==> config.mk <==
export PLATFORM = sky130hd
export DESIGN_NAME = quad_step_decoder
export DESIGN_NICKNAME = d
export VERILOG_FILES = /design/src/rtl/qdec_pkg.sv /design/src/rtl/qdec_filter.sv /design/src/rtl/quad_step_decoder.sv
export SDC_FILE = /design/constraint.sdc
export NUM_CORES = 1
export LEC_CHECK = 0
export BUFFER_PORTS_ARGS = -buffer_cell sky130_fd_sc_hd__buf_2
export CAP_MARGIN = 15
export CORE_ASPECT_RATIO = 1.25
export CORE_MARGIN = 5
export CORE_UTILIZATION = 54
export DETAILED_ROUTE_END_ITERATION = 7
export GPL_TIMING_DRIVEN = 0
export PLACE_DENSITY = 0.76
export SKIP_CTS_REPAIR_TIMING = 1
export SYNTH_ARGS = -nofsm -noshare
export SYNTH_HDL_FRONTEND = slang
export SYNTH_HIERARCHICAL = 1
export SYNTH_SLANG_ARGS = --single-unit
==> constraint.sdc <==
create_clock -name clk -period 2.15 [get_ports clk]
set_input_delay 0.215 -clock clk [delete_from_list [all_inputs] [get_ports clk]]
set_output_delay 0.215 -clock clk [all_outputs]
set_load 0.01 [all_outputs]
==> src/rtl/qdec_pkg.sv <==
// qdec_pkg: shared definitions for the quadrature step decoder.
//   - 2-bit phase constants ({A,B}) in Gray order 00 -> 01 -> 11 -> 10
//   - FSM state type (INIT, TRACK)
//   - direction constants for up_dn
//   - step_dir(prev, curr): classifies one filtered phase change as
//     {valid, illegal, dir}
package qdec_pkg;

  localparam logic [1:0] PH_00 = 2'b00;
  localparam logic [1:0] PH_01 = 2'b01;
  localparam logic [1:0] PH_11 = 2'b11;
  localparam logic [1:0] PH_10 = 2'b10;

  localparam logic DIR_UP = 1'b1;
  localparam logic DIR_DN = 1'b0;

  typedef enum logic {
    INIT  = 1'b0,
    TRACK = 1'b1
  } qdec_state_e;

  // Packs in the order {valid, illegal, dir}.
  typedef struct packed {
    logic valid;
    logic illegal;
    logic dir;
  } step_t;

  // Position of a phase along the forward Gray cycle.
  function automatic logic [1:0] phase_pos(input logic [1:0] ph);
    logic [1:0] pos;
    case (ph)
      PH_00:   pos = 2'd0;
      PH_01:   pos = 2'd1;
      PH_11:   pos = 2'd2;
      PH_10:   pos = 2'd3;
      default: pos = 2'd0;
    endcase
    return pos;
  endfunction

  // The modulo-4 distance along the Gray cycle tells forward (+1),
  // reverse (-1 == 3), no change (0) and a double-bit jump (2).
  function automatic step_t step_dir(input logic [1:0] prev, input logic [1:0] curr);
    step_t      res;
    logic [1:0] delta;
    delta = phase_pos(curr) - phase_pos(prev);
    res.valid   = 1'b0;
    res.illegal = 1'b0;
    res.dir     = DIR_UP;
    case (delta)
      2'd1: begin
        res.valid = 1'b1;
        res.dir   = DIR_UP;
      end
      2'd3: begin
        res.valid = 1'b1;
        res.dir   = DIR_DN;
      end
      2'd2: begin
        res.illegal = 1'b1;
      end
      default: begin
        res.valid = 1'b0;
      end
    endcase
    return res;
  endfunction

endpackage

==> src/rtl/qdec_filter.sv <==
// qdec_filter: 2-flop synchroniser followed by a debounce counter for one
// raw asynchronous input bit. The filtered level flips on the edge at which
// FILT_CYCLES consecutive synchronised samples have differed from it; any
// sample equal to the current level restarts the count.
// Ports:
//   clk    rising-edge clock
//   reset  synchronous, active-low
//   raw    asynchronous input bit
//   level  filtered, registered level
module qdec_filter #(
  parameter int FILT_CYCLES = 3
) (
  input  logic clk,
  input  logic reset,
  input  logic raw,
  output logic level
);

  localparam int CW = (FILT_CYCLES > 1) ? $clog2(FILT_CYCLES) : 1;

  logic          sync1_r;
  logic          sync2_r;
  logic          level_r;
  logic [CW-1:0] cnt_r;

  // Synchronise the raw pin and debounce the synchronised sample.
  always_ff @(posedge clk) begin
    if (!reset) begin
      sync1_r <= 1'b0;
      sync2_r <= 1'b0;
      level_r <= 1'b0;
      cnt_r   <= {CW{1'b0}};
    end else begin
      sync1_r <= raw;
      sync2_r <= sync1_r;
      if (sync2_r == level_r) begin
        cnt_r <= {CW{1'b0}};
      end else if (cnt_r == CW'(FILT_CYCLES - 1)) begin
        // This is the FILT_CYCLES-th differing sample in a row.
        level_r <= sync2_r;
        cnt_r   <= {CW{1'b0}};
      end else begin
        cnt_r <= cnt_r + CW'(1);
      end
    end
  end

  assign level = level_r;

endmodule

==> src/rtl/quad_step_decoder.sv <==
// quad_step_decoder: turns raw quadrature encoder pins (A, B, index) into
// up/down counter controls. Each legal Gray step of the filtered phases
// gives a one-cycle cen pulse with direction on up_dn; a filtered index
// rising edge (when idx_load_en=1) gives a one-cycle load_n=0 with data
// holding the captured preset. Double-bit phase jumps set the sticky err.
// Build option: define QDEC_X1_MODE_EN for x1 counting (cen only on
// 10->00 up and 00->10 down); default is x4 (every legal step counts).
// Ports:
//   clk, reset (synchronous, active-low)
//   a_in, b_in, idx_in      raw asynchronous encoder pins
//   idx_load_en             enables index-triggered loads
//   preset_data [WIDTH]     value loaded on index
//   err_clr                 clears err
//   cen, up_dn, load_n, data [WIDTH], err   registered outputs
module quad_step_decoder
  import qdec_pkg::*;
#(
  parameter int WIDTH       = 4,
  parameter int FILT_CYCLES = 3
) (
  input  logic             clk,
  input  logic             reset,
  input  logic             a_in,
  input  logic             b_in,
  input  logic             idx_in,
  input  logic             idx_load_en,
  input  logic [WIDTH-1:0] preset_data,
  input  logic             err_clr,
  output logic             cen,
  output logic             up_dn,
  output logic             load_n,
  output logic [WIDTH-1:0] data,
  output logic             err
);

  localparam int IW = $clog2(FILT_CYCLES + 2);

  logic             filt_a_s;
  logic             filt_b_s;
  logic             filt_idx_s;
  logic [1:0]       cur_ab_s;
  step_t            step_s;
  logic             idx_rise_s;
  logic             pulse_s;

  qdec_state_e      state_r;
  qdec_state_e      state_s;
  logic [IW-1:0]    init_cnt_r;
  logic [IW-1:0]    init_cnt_s;
  logic [1:0]       ref_r;
  logic [1:0]       ref_s;
  logic             idx_prev_r;
  logic             cen_r;
  logic             cen_s;
  logic             up_dn_r;
  logic             up_dn_s;
  logic             load_n_r;
  logic             load_n_s;
  logic [WIDTH-1:0] data_r;
  logic [WIDTH-1:0] data_s;
  logic             err_r;
  logic             err_s;

  qdec_filter #(.FILT_CYCLES(FILT_CYCLES)) u_filt_a (
    .clk(clk), .reset(reset), .raw(a_in), .level(filt_a_s)
  );
  qdec_filter #(.FILT_CYCLES(FILT_CYCLES)) u_filt_b (
    .clk(clk), .reset(reset), .raw(b_in), .level(filt_b_s)
  );
  qdec_filter #(.FILT_CYCLES(FILT_CYCLES)) u_filt_idx (
    .clk(clk), .reset(reset), .raw(idx_in), .level(filt_idx_s)
  );

  // Next-state and next-output decode.
  always_comb begin
    cur_ab_s   = {filt_a_s, filt_b_s};
    step_s     = step_dir(ref_r, cur_ab_s);
    idx_rise_s = filt_idx_s & ~idx_prev_r;
    pulse_s    = 1'b0;
    state_s    = state_r;
    init_cnt_s = init_cnt_r;
    ref_s      = ref_r;
    cen_s      = 1'b0;
    up_dn_s    = up_dn_r;
    load_n_s   = 1'b1;
    data_s     = data_r;
    err_s      = err_r & ~err_clr;
    case (state_r)
      INIT: begin
        // Let the filters settle, then take the current phase as reference.
        if (init_cnt_r == IW'(FILT_CYCLES + 1)) begin
          ref_s   = cur_ab_s;
          state_s = TRACK;
        end else begin
          init_cnt_s = init_cnt_r + IW'(1);
        end
      end
      TRACK: begin
        ref_s = cur_ab_s;
`ifdef QDEC_X1_MODE_EN
        pulse_s = step_s.valid &
                  (((ref_r == PH_10) && (cur_ab_s == PH_00)) ||
                   ((ref_r == PH_00) && (cur_ab_s == PH_10)));
`else
        pulse_s = step_s.valid;
`endif
        if (step_s.illegal) begin
          err_s = 1'b1;
        end else begin
          err_s = err_r & ~err_clr;
        end
        // A load takes priority; a coincident step is dropped.
        if (idx_rise_s && idx_load_en) begin
          load_n_s = 1'b0;
          data_s   = preset_data;
        end else if (pulse_s) begin
          cen_s   = 1'b1;
          up_dn_s = step_s.dir;
        end else begin
          cen_s = 1'b0;
        end
      end
      default: begin
        state_s    = INIT;
        init_cnt_s = {IW{1'b0}};
      end
    endcase
  end

  // State and output registers.
  always_ff @(posedge clk) begin
    if (!reset) begin
      state_r    <= INIT;
      init_cnt_r <= {IW{1'b0}};
      ref_r      <= PH_00;
      idx_prev_r <= 1'b0;
      cen_r      <= 1'b0;
      up_dn_r    <= DIR_UP;
      load_n_r   <= 1'b1;
      data_r     <= {WIDTH{1'b0}};
      err_r      <= 1'b0;
    end else begin
      state_r    <= state_s;
      init_cnt_r <= init_cnt_s;
      ref_r      <= ref_s;
      idx_prev_r <= filt_idx_s;
      cen_r      <= cen_s;
      up_dn_r    <= up_dn_s;
      load_n_r   <= load_n_s;
      data_r     <= data_s;
      err_r      <= err_s;
    end
  end

  assign cen    = cen_r;
  assign up_dn  = up_dn_r;
  assign load_n = load_n_r;
  assign data   = data_r;
  assign err    = err_r;

endmodule

==> results of run 1 <==
-- state kept, by name, summed over array words and instances, names as in the netlist, 2 cells and up --
signal,count
u_filt_a/cnt_r,2
init_cnt_r,3
ref_r,2
data,4
u_filt_b/cnt_r,2
u_filt_idx/cnt_r,2
-- logic make-up after synthesis --
logic type | after synthesis | synth area share, %
buffers and inverters | 14 | 5.04
AOI/OAI and AO/OA | 12 | 7.61
muxes | 3 | 2.37
xor gates and xnor gates | 6 | 4.15
adders and majority gates | 12 | 11.9
DFF | 30 | 47.4
and+or+nand+nor | 43 | 21.5
-- how the worst max path moves through the flow --
stage | from | to | slack [ns] | depth (start not counted)
floorplan | u_filt_a/level | up_dn | 0.42 | 7
global placement | u_filt_a/level | up_dn | 0.35 | 7
detailed placement | u_filt_b/level | up_dn | 0.28 | 7
CTS | u_filt_b/level | up_dn | 0.27 | 7
global route | u_filt_b/level | up_dn | 0.09 | 7
finish | u_filt_b/level | up_dn | 0.29 | 7
-- power groups by stage --
| stage | logic, W | registers, W | clock network [W] |
|---|---|---|---|
| 2_1_floorplan | 0.000117 | 0.000615 | 0 |
| 3_3_place_gp | 0.000142 | 0.000616 | 0 |
| 3_5_place_dp | 0.000155 | 0.000620 | 0 |
| 4_1_cts | 0.000156 | 0.000607 | 0.000440 |
| 5_1_grt | 0.000174 | 0.000610 | 0.000470 |
| 6_report | 0.000151 | 0.000607 | 0.000427 |
-- through the flow --
step	utilization (%)	worst slack, ns	instance area, µm²	instances	hold WS, ns
floorplan	-	0.421	1270	120	0.337
global placement	62.4	0.352	1400	169	0.409
detailed placement	62.4	0.278	1400	169	0.423
CTS	65.9	0.266	1470	177	0.0800
global route	65.9	0.0884	1470	177	0.0760
finish	65.9	0.288	1470	177	0.0980
-- layer usage --
layer | vias up | GRT usage [%] | part of all wire (%)
met5 | - | 0 | 0
met4 | 0 | 7.67 | 1.5
met3 | 4 | 5.81 | 5.8
met2 | 19 | 25.8 | 54
met1 | 397 | 16.4 | 39
li1 | 450 | - | -
-- critical path, cell delays in order (launching register included) --
cell and delay (ns):
dfxtp_1 0.41, inv_1 0.10, ha_1 0.28, inv_1 0.04, ha_1 0.33, nor3b_4 0.25
nand3_1 0.11, o221a_1 0.25
-- layout make-up --
cell class	instances	area, µm²
fillers	200	762
inverters	11	41.3
multi-input cells	76	602
plain buffers	3	22.5
well taps	31	38.8
clock inverters	3	40.0
repair buffers	18	90.1
clock buffers	5	37.5
flip-flops and latches	30	601
-- cell usage in the layout (no fill, tap or decap) --
cell,instances
a21boi_0,4
a21oi_1,1
a21oi_4,1
a32oi_1,1
and2_1,11
and2_2,1
and3b_1,1
buf_2,18
buf_4,1
buf_6,1
bufinv_16,1
clkbuf_1,1
clkbuf_4,5
clkinv_2,2
dfxtp_1,30
ha_1,12
inv_1,11
mux2i_1,3
nand2_1,8
nand2b_1,1
nand3_1,6
nand4b_1,1
nor2_1,1
nor2b_1,6
nor3b_4,1
nor4b_1,6
o21ai_0,2
o21bai_1,2
o221a_1,1
xnor2_1,5
xor2_1,1
==> summary.txt, run 1 <==
Outcome: finished clean
Min Clock Period, post-route: 1.86 ns
Core Area: 2230 µm²
Area growth from synthesis to final layout: 16.3%
Grt total ovfl: 0
Yosys reg bits: 30
Slew @ Worst Pin: 0.335 ns
Final setup viols: 0
Synth Area per Inst: 10.6 µm²
Setup TNS: 0 ns
Die area: 3420 µm²
Syn_nets: 143
Leading post-synthesis cells by cell area: dfxtp_1, ha_1, and2_1
First-pass GRT wire length: 3860 µm
Die Y: 64.1 µm
Vias in the first global route: 931
Worst skew pair latency: 0.32 ns
Share of the synthesized area in the top cell type: 47.4%
Count leader, synth: dfxtp_1
Ys flop type: dfxtp_1
Fin. Hold Viols: 0
Net Sw Power: 0.000285 W
Post-Synthesis Cells: 120
Arr. time, crit path: 2.08 ns
CP required: 2.37 ns
Fin Clk Skew: 0.00788 ns
Fmax: 537 MHz
Initial Util: 56.7%
Unique cell type count in the Yosys netlist: 27
Antenna violations before repair: 0
Post-DP HPWL: 1630 µm
H-Tree Depth: 2
R2r setup slk: 0.29 ns
Clk buf depth: 2
EDFF count, synth: 0
RR Startpoint: u_filt_b/level
Cells on worst reg2reg path: 7
Worst hold stages: 2
Comb pwr share: 12.7%
GR Util All Layers: 15.4%
Power Total: 0.00119 W
Ant diodes: 0
Drt total wl: 2080 µm
CTS tree: yes
Clock sinks: 30
Clock root cell: clkbuf_4
Crit Path Max Fanout: 4
Yosys warns: 6
Min-Delay Startpoint: idx_in
Crit share post-route: 86.6%
Leakage: 0.602 nW
Power Density: 805 nW/µm²
I/O pins: 19
Layout cells sized above 1: 21.2%
Final ANT Viol Nets: 0
RSZ-0062 raised after global routing: false
CP endpoint kind: flip-flop
Startpoint Class: flip-flop
Sw frac: 24.1%
Worst VDD drop: 762 µV
CTS buffer count: 5
Hold Path End: u_filt_idx/sync1_r
Worst flop-to-flop path endpoint: up_dn
Row count: 19
Yosys top cell by area: dfxtp_1
Nets: 168
Synth top cells by count: dfxtp_1, ha_1, and2_1, inv_1, nand2_1
Min-Delay Path Class: input pin to flip-flop
Max_cap viols: 0
Post-synthesis cell area: 1270 µm²
Seq/Total Area, Yosys: 47.4%
Drt wl/cell: 11.7 µm
Routed vias: 870
1st-iter DRT viols: 9
Clk network pwr share: 36.1%
Slew Viols, Final: 0
Largest net degree at the start of global routing: 24
Flop pwr share: 51.2%
CP Class: flip-flop to flip-flop
Worst-path clk slew: 0.09 ns
Die width: 53.3 µm
Placer Congestion: 0.680
Post-route DRC violation count: 0
Slew headroom: 77.6%
Internal power: 0.000900 W
Buffers on Ports: 18
FFs w/ async S/R, synth: 0%
1st-pass router iterations: 4
Via density: 4.92
Note: power is estimated with default switching activity, not from simulation.
==> inputs of run 2 (changes only) <==
- ABC_AREA: not set -> 1
- CORE_UTILIZATION: 54 -> 55
- PLACE_DENSITY: 0.76 -> 0.77
==> summary.txt, run 2 <==
Outcome: finished clean (unchanged)
Crit Path Max Fanout: 6 (was 4)
Grt total ovfl: 0 (unchanged)
Final ANT Viol Nets: 0 (unchanged)
Buffers on Ports: 18 (unchanged)
Clock sinks: 30 (unchanged)
Largest register FFs: 4 (unchanged)
Fin Clk Skew: 0.00699 ns (was 0.00788 ns)
Unique cell type count in the Yosys netlist: 19 (was 27)
Crit share post-route: 76.9% (was 86.6%)
EDFF count, synth: 0 (unchanged)
Post-route DRC violation count: 0 (unchanged)
Slew @ Worst Pin: 0.265 ns (was 0.335 ns)
Slew Viols, Final: 0 (unchanged)
CP Class: flip-flop to flip-flop (unchanged)
Power Total: 0.00111 W (was 0.00119 W)
Worst skew pair latency: 0.32 ns (about the same)
Leading post-synthesis cells by cell area: dfxtp_1, ha_1, inv_1 (was dfxtp_1, ha_1, and2_1)
Share of the synthesized area in the top cell type: 46.3% (was 47.4%)
Drt total wl: 2190 µm (was 2080 µm)
CP required: 2.37 ns (about the same)
Worst flop-to-flop path endpoint: up_dn (unchanged)
Die width: 53.4 µm (was 53.3 µm)
Initial Util: 58.1% (was 56.7%)
Post-synthesis cell area: 1300 µm² (was 1270 µm²)
1st-iter DRT viols: 19 (was 9)
Count leader, synth: inv_1 (was dfxtp_1)
Ys flop type: dfxtp_1 (unchanged)
Clk buf depth: 2 (unchanged)
Core Area: 2230 µm² (unchanged)
Min-Delay Startpoint: b_in (was idx_in)
CP endpoint kind: flip-flop (unchanged)
Worst hold stages: 3 (was 2)
Largest net degree at the start of global routing: 16 (was 24)
Fin. Hold Viols: 0 (unchanged)
H-Tree Depth: 2 (unchanged)
Layout cells sized above 1: 22.5% (was 21.2%)
Synth Area per Inst: 8.06 µm² (was 10.6 µm²)
Worst VDD drop: 524 µV (was 762 µV)
Fillers: 214 (was 200)
Nets: 209 (was 168)
Synth top cells by count: inv_1, dfxtp_1, nand2_1, a21oi_1, nor2_1 (was dfxtp_1, ha_1, and2_1, inv_1, nand2_1)
Fmax: 605 MHz (was 537 MHz)
Most frequent cells in the layout: inv_1, dfxtp_1, nand2_1 (was dfxtp_1, buf_2, ha_1)
Final setup viols: 0 (unchanged)
Power Density: 749 nW/µm² (was 805 nW/µm²)
Slew headroom: 82.4% (was 77.6%)
R2r setup slk: 0.50 ns (was 0.29 ns)
CTS tree: yes (unchanged)
Antenna violations before repair: 0 (unchanged)
Drt wl/cell: 10.0 µm (was 11.7 µm)
Die area: 3440 µm² (was 3420 µm²)
Yosys warns: 6 (unchanged)
Die Y: 64.3 µm (was 64.1 µm)
RR Startpoint: u_filt_a/level (was u_filt_b/level)
Yosys top cell by area: dfxtp_1 (unchanged)
Syn_nets: 184 (was 143)
First-pass GRT wire length: 3860 µm (about the same)
Post-Synthesis Cells: 161 (was 120)
Startpoint Class: flip-flop (unchanged)
1st-pass router iterations: 3 (was 4)
Ant diodes: 0 (unchanged)
Row count: 19 (unchanged)
CTS buffer count: 5 (unchanged)
Hold Path End: u_filt_b/sync1_r (was u_filt_idx/sync1_r)
Worst-path clk slew: 0.09 ns (about the same)
Area growth from synthesis to final layout: 14.6% (was 16.3%)
I/O pins: 19 (unchanged)
Setup TNS: 0 ns (unchanged)
Post-DP HPWL: 1730 µm (was 1630 µm)
Vias in the first global route: 1,019 (was 931)
RSZ-0062 raised after global routing: false (unchanged)
Yosys reg bits: 30 (unchanged)
Most common cell after layout, fill and taps aside: inv_1 (was dfxtp_1)
Placer Congestion: 0.688 (was 0.680)
Seq/Total Area, Yosys: 46.3% (was 47.4%)
Max_cap viols: 0 (unchanged)
Cells on worst reg2reg path: 8 (was 7)
GR Util All Layers: 15.4% (about the same)
Via density: 4.67 (was 4.92)
Clock root cell: clkbuf_4 (unchanged)
Leakage: 0.720 nW (was 0.602 nW)
Min Clock Period, post-route: 1.65 ns (was 1.86 ns)
Arr. time, crit path: 1.87 ns (was 2.08 ns)
Routed vias: 1,018 (was 870)
FFs w/ async S/R, synth: 0% (unchanged)
Min-Delay Path Class: input pin to flip-flop (unchanged)
[run 2: changes by cell type in the layout (fill, tap and decap cells not counted), moves of 5 or more]
cell | previous run | this run
a21oi_1 | 1 | 14
nor4b_1 | 6 | 0
o21ai_1 | 0 | 7
nand3_1 | 6 | 1
nor2_1 | 1 | 13
nor2b_1 | 6 | 0
inv_2 | 0 | 6
nand2_1 | 8 | 25
and2_1 | 11 | 0
xnor2_1 | 5 | 0
inv_1 | 11 | 32
[run 2: report_power, final]
part | total [W] | internal, W | leakage (nW) | switching (W)
sequential | 0.000613 | 0.000590 | 0.244 | 0.0000234
clock | 0.000334 | 0.000158 | 0.0353 | 0.000176
combinational | 0.000166 | 0.0000691 | 0.441 | 0.0000971
total | 0.00111 | 0.000817 | 0.720 | 0.000296
[run 2: layer usage]
| metal | vias up | track usage [%] | share of wire (%) |
|---|---|---|---|
| met5 | - | 0 | 0 |
| met4 | 0 | 7.67 | 2.1 |
| met3 | 6 | 6.28 | 5.4 |
| met2 | 16 | 27.8 | 54 |
| met1 | 455 | 14.3 | 38 |
| li1 | 541 | - | - |
[run 2: area by class of cell]
type | instances | area [µm²] | area share (%)
sequential | 30 | 601 | 40.4
multi-input combinational | 92 | 549 | 37.0
tap | 31 | 38.8 | 2.61
buffer | 1 | 5.00 | 0.337
clock inverter | 1 | 5.00 | 0.337
inverter | 38 | 143 | 9.60
timing repair buffer | 18 | 90.1 | 6.06
clock buffer | 7 | 55.1 | 3.70
[run 2: kinds of logic (layout without fill, tap and decap cells)]
family	count (synthesis)	in the layout	synth area share [%]
adders and majority gates	12	12	11.6
DFF	30	30	46.3
and+or+nand+nor	52	52	19.8
AOI/OAI and AO/OA	28	28	11.0
buffers and inverters	39	65	11.4
[run 2: worst max-delay path, stage by stage (launching register included)]
cell     delay (ns)
dfxtp_1        0.42
inv_1          0.09
ha_1           0.29
inv_1          0.04
ha_1           0.30
nor2_1         0.12
nand2_1        0.10
a21oi_1        0.13
nand2_1        0.07
[run 2: worst max-delay path by stage]
stage            end  slack (ns)  depth (start not counted)            from
2_1_floorplan  up_dn        0.67                          8  u_filt_a/level
4_1_cts        up_dn        0.47                          8  u_filt_a/level
5_1_grt        up_dn        0.37                          8  u_filt_a/level
3_5_place_dp   up_dn        0.50                          8  u_filt_a/level
6_report       up_dn        0.50                          8  u_filt_a/level
3_3_place_gp   up_dn        0.58                          8  u_filt_a/level
[run 2: per-stage QoR]
step | cells | utilization (%) | cell area, µm² | setup WS, ns | hold slack [ns]
final | 218 | 66.5 | 1490 | 0.497 | 0.0758
after global routing | 218 | 66.5 | 1490 | 0.365 | 0.0678
after CTS | 218 | 66.5 | 1490 | 0.475 | 0.0611
after detailed placement | 210 | 63.8 | 1430 | 0.501 | 0.401
after global placement | 210 | 63.8 | 1430 | 0.579 | 0.393
after floorplan | 161 | - | 1300 | 0.665 | 0.302
==> inputs of run 3 (changes only) <==
- ABC_AREA: 1 -> 0
- CORE_UTILIZATION: 55 -> 54
- PLACE_DENSITY: 0.77 -> 0.76
- clock period: 2.15 -> 1.6 ns (I/O delays scaled with it)
==> summary.txt, run 3 (synthesized netlist as in run 1, its figures left out) <==
Min-Delay Path Class: input pin to flip-flop (unchanged)
Drt total wl: 2080 µm (was 2190 µm)
Critical path buffers and inverters: 2 (unchanged)
Slew headroom: 77.3% (was 82.4%)
H-Tree Depth: 2 (unchanged)
Core Util, Final: 68.5% (was 66.5%)
Slew @ Worst Pin: 0.341 ns (was 0.265 ns)
Final setup viols: 1 (was 0)
Outcome: finished with violations (was finished clean)
Die Y: 64.1 µm (was 64.3 µm)
CP required: 1.82 ns (was 2.37 ns)
Die area: 3420 µm² (was 3440 µm²)
Row count: 19 (unchanged)
1st-pass router iterations: 2 (was 3)
Max_cap viols: 0 (unchanged)
Finished Layout Cells: 180 (was 218)
Die width: 53.3 µm (was 53.4 µm)
Cell depth of the worst setup path: 7 (was 8)
Leakage: 0.616 nW (was 0.720 nW)
Fin. Hold Viols: 0 (unchanged)
GR Util All Layers: 13.9% (was 15.4%)
Nets: 171 (was 209)
Buffers on Ports: 18 (unchanged)
Placer Congestion: 0.654 (was 0.688)
Largest net degree at the start of global routing: 24 (was 16)
Core Area: 2230 µm² (unchanged)
Area growth from synthesis to final layout: 20.9% (was 14.6%)
Crit Path Max Fanout: 5 (was 6)
Failing checks: setup timing
Ant diodes: 0 (unchanged)
Worst flop-to-flop path endpoint: up_dn (unchanged)
Cell mode on critical path: ha_4
RSZ-0062 raised after global routing: true (was false)
Crit path max-delay family: adder cells (unchanged)
Worst VDD drop: 982 µV (was 524 µV)
Cells on worst reg2reg path: 7 (was 8)
R2r setup slk: -0.03 ns (was 0.50 ns)
1st-iter DRT viols: 4 (was 19)
Post-DP HPWL: 1560 µm (was 1730 µm)
First-pass GRT wire length: 3430 µm (was 3860 µm)
Vias in the first global route: 841 (was 1,019)
Routed vias: 870 (was 1,018)
Antenna violations before repair: 0 (unchanged)
I/O pins: 19 (unchanged)
Min-Delay Startpoint: a_in (was b_in)
Clock root cell: clkbuf_4 (unchanged)
Power Total: 0.00147 W (was 0.00111 W)
Clk buf depth: 2 (unchanged)
CP max stage cell: dfxtp_4 (was dfxtp_1)
Final ANT Viol Nets: 0 (unchanged)
Min Clock Period, post-route: 1.63 ns (was 1.65 ns)
Clock sinks: 30 (unchanged)
Arr. time, crit path: 1.85 ns (was 1.87 ns)
Final Worst Setup Slack: -0.0301 ns (was 0.497 ns)
Largest register FFs: 4 (unchanged)
Power Density: 959 nW/µm² (was 749 nW/µm²)
Crit share post-route: 102% (was 76.9%)
DP Worst Slack: -0.109 ns (was 0.501 ns)
CP endpoint kind: flip-flop (unchanged)
Grt total ovfl: 0 (unchanged)
Hold Path End: u_filt_a/sync1_r (was u_filt_b/sync1_r)
Most frequent cells in the layout: dfxtp_1, buf_2, and2_1 (was inv_1, dfxtp_1, nand2_1)
Inst Count DP: 169 (was 210)
Drt wl/cell: 11.6 µm (was 10.0 µm)
Via density: 4.83 (was 4.67)
Layout cells sized above 1: 30.2% (was 22.5%)
CTS tree: yes (unchanged)
CP Class: flip-flop to flip-flop (unchanged)
Hold WS: 0.0511 ns (was 0.0758 ns)
CTS buffer count: 5 (unchanged)
Worst hold stages: 2 (was 3)
Post-route DRC violation count: 0 (unchanged)
Fin Clk Skew: 0.0120 ns (was 0.00699 ns)
CP peak stage delay: 0.39 ns (was 0.42 ns)
RR Startpoint: u_filt_a/level (unchanged)
Slew Viols, Final: 0 (unchanged)
Worst skew pair latency: 0.32 ns (about the same)
Critical path cell sequence: inv_4, ha_4, inv_2, ha_4, nor3b_4, nand3_1, o221a_1 (was inv_1, ha_1, inv_1, ha_1, nor2_1, nand2_1, a21oi_1, nand2_1)
Initial Util: 56.7% (was 58.1%)
Worst-path clk slew: 0.10 ns (was 0.09 ns)
Fmax: 613 MHz (was 605 MHz)
Most common cell after layout, fill and taps aside: dfxtp_1 (was inv_1)
Startpoint Class: flip-flop (unchanged)
-- run 3: cell types whose count changed in the layout (fill, tap and decap cells not counted), sizes merged, moves of 6 or more --
| cell | previous run | this run |
|---|---|---|
| o21ai | 13 | 2 |
| nand2 | 27 | 8 |
| nor2b | 0 | 6 |
| nor2 | 17 | 1 |
| nor4b | 0 | 6 |
| and2 | 0 | 12 |
| inv | 38 | 11 |
| a21oi | 14 | 2 |
-- run 3: worst max-delay path by stage --
| stage | to | slack (ns) | from |
|---|---|---|---|
| final | up_dn | -0.03 | u_filt_a/level |
| after global routing | up_dn | -0.09 | u_filt_a/level |
| after CTS | up_dn | -0.12 | ref_r[0] |
| after detailed placement | up_dn | -0.11 | u_filt_a/level |
| after global placement | up_dn | -0.06 | u_filt_a/level |
| after floorplan | up_dn | 0.01 | u_filt_a/level |
-- run 3: report_power, final --
| part | total [W] | switching, W | leakage, nW | internal [W] |
|---|---|---|---|---|
| sequential | 0.000810 | 0.0000242 | 0.247 | 0.000786 |
| clock | 0.000461 | 0.000249 | 0.0343 | 0.000211 |
| combinational | 0.000198 | 0.000102 | 0.336 | 0.0000961 |
-- run 3: worst reg2reg max path: stages (launching register included) --
cell	delay [ns]
dfxtp_4	0.39
inv_4	0.04
ha_4	0.26
inv_2	0.04
ha_4	0.22
nor3b_4	0.23
nand3_1	0.09
o221a_1	0.26
-- run 3: per-stage QoR --
stage	cell area, µm²	setup TNS (ns)
final	1530	-0.0301
after detailed placement	1410	-0.109
after global placement	1410	-0.0567
after CTS	1470	-0.120
after global routing	1530	-0.0853
after floorplan	1280	0
-- run 3: cell type report --
type,count,area [µm²]
Buffer,3,22.5
Clock buffer,6,51.3
Clock inverter,2,12.5
Fill cell,187,703
Inverter,11,43.8
Multi-Input combinational cell,76,639
Sequential cell,30,611
Tap cell,31,38.8
Timing Repair Buffer,21,113
-- run 3: routing by layer --
metal,share of wire (%),vias to the layer above,global-route usage [%]
met4,2.1,0,8.63
li1,-,454,-
met1,42,401,14.1
met3,3.3,4,4.88
met5,0,-,0
met2,53,11,23.5
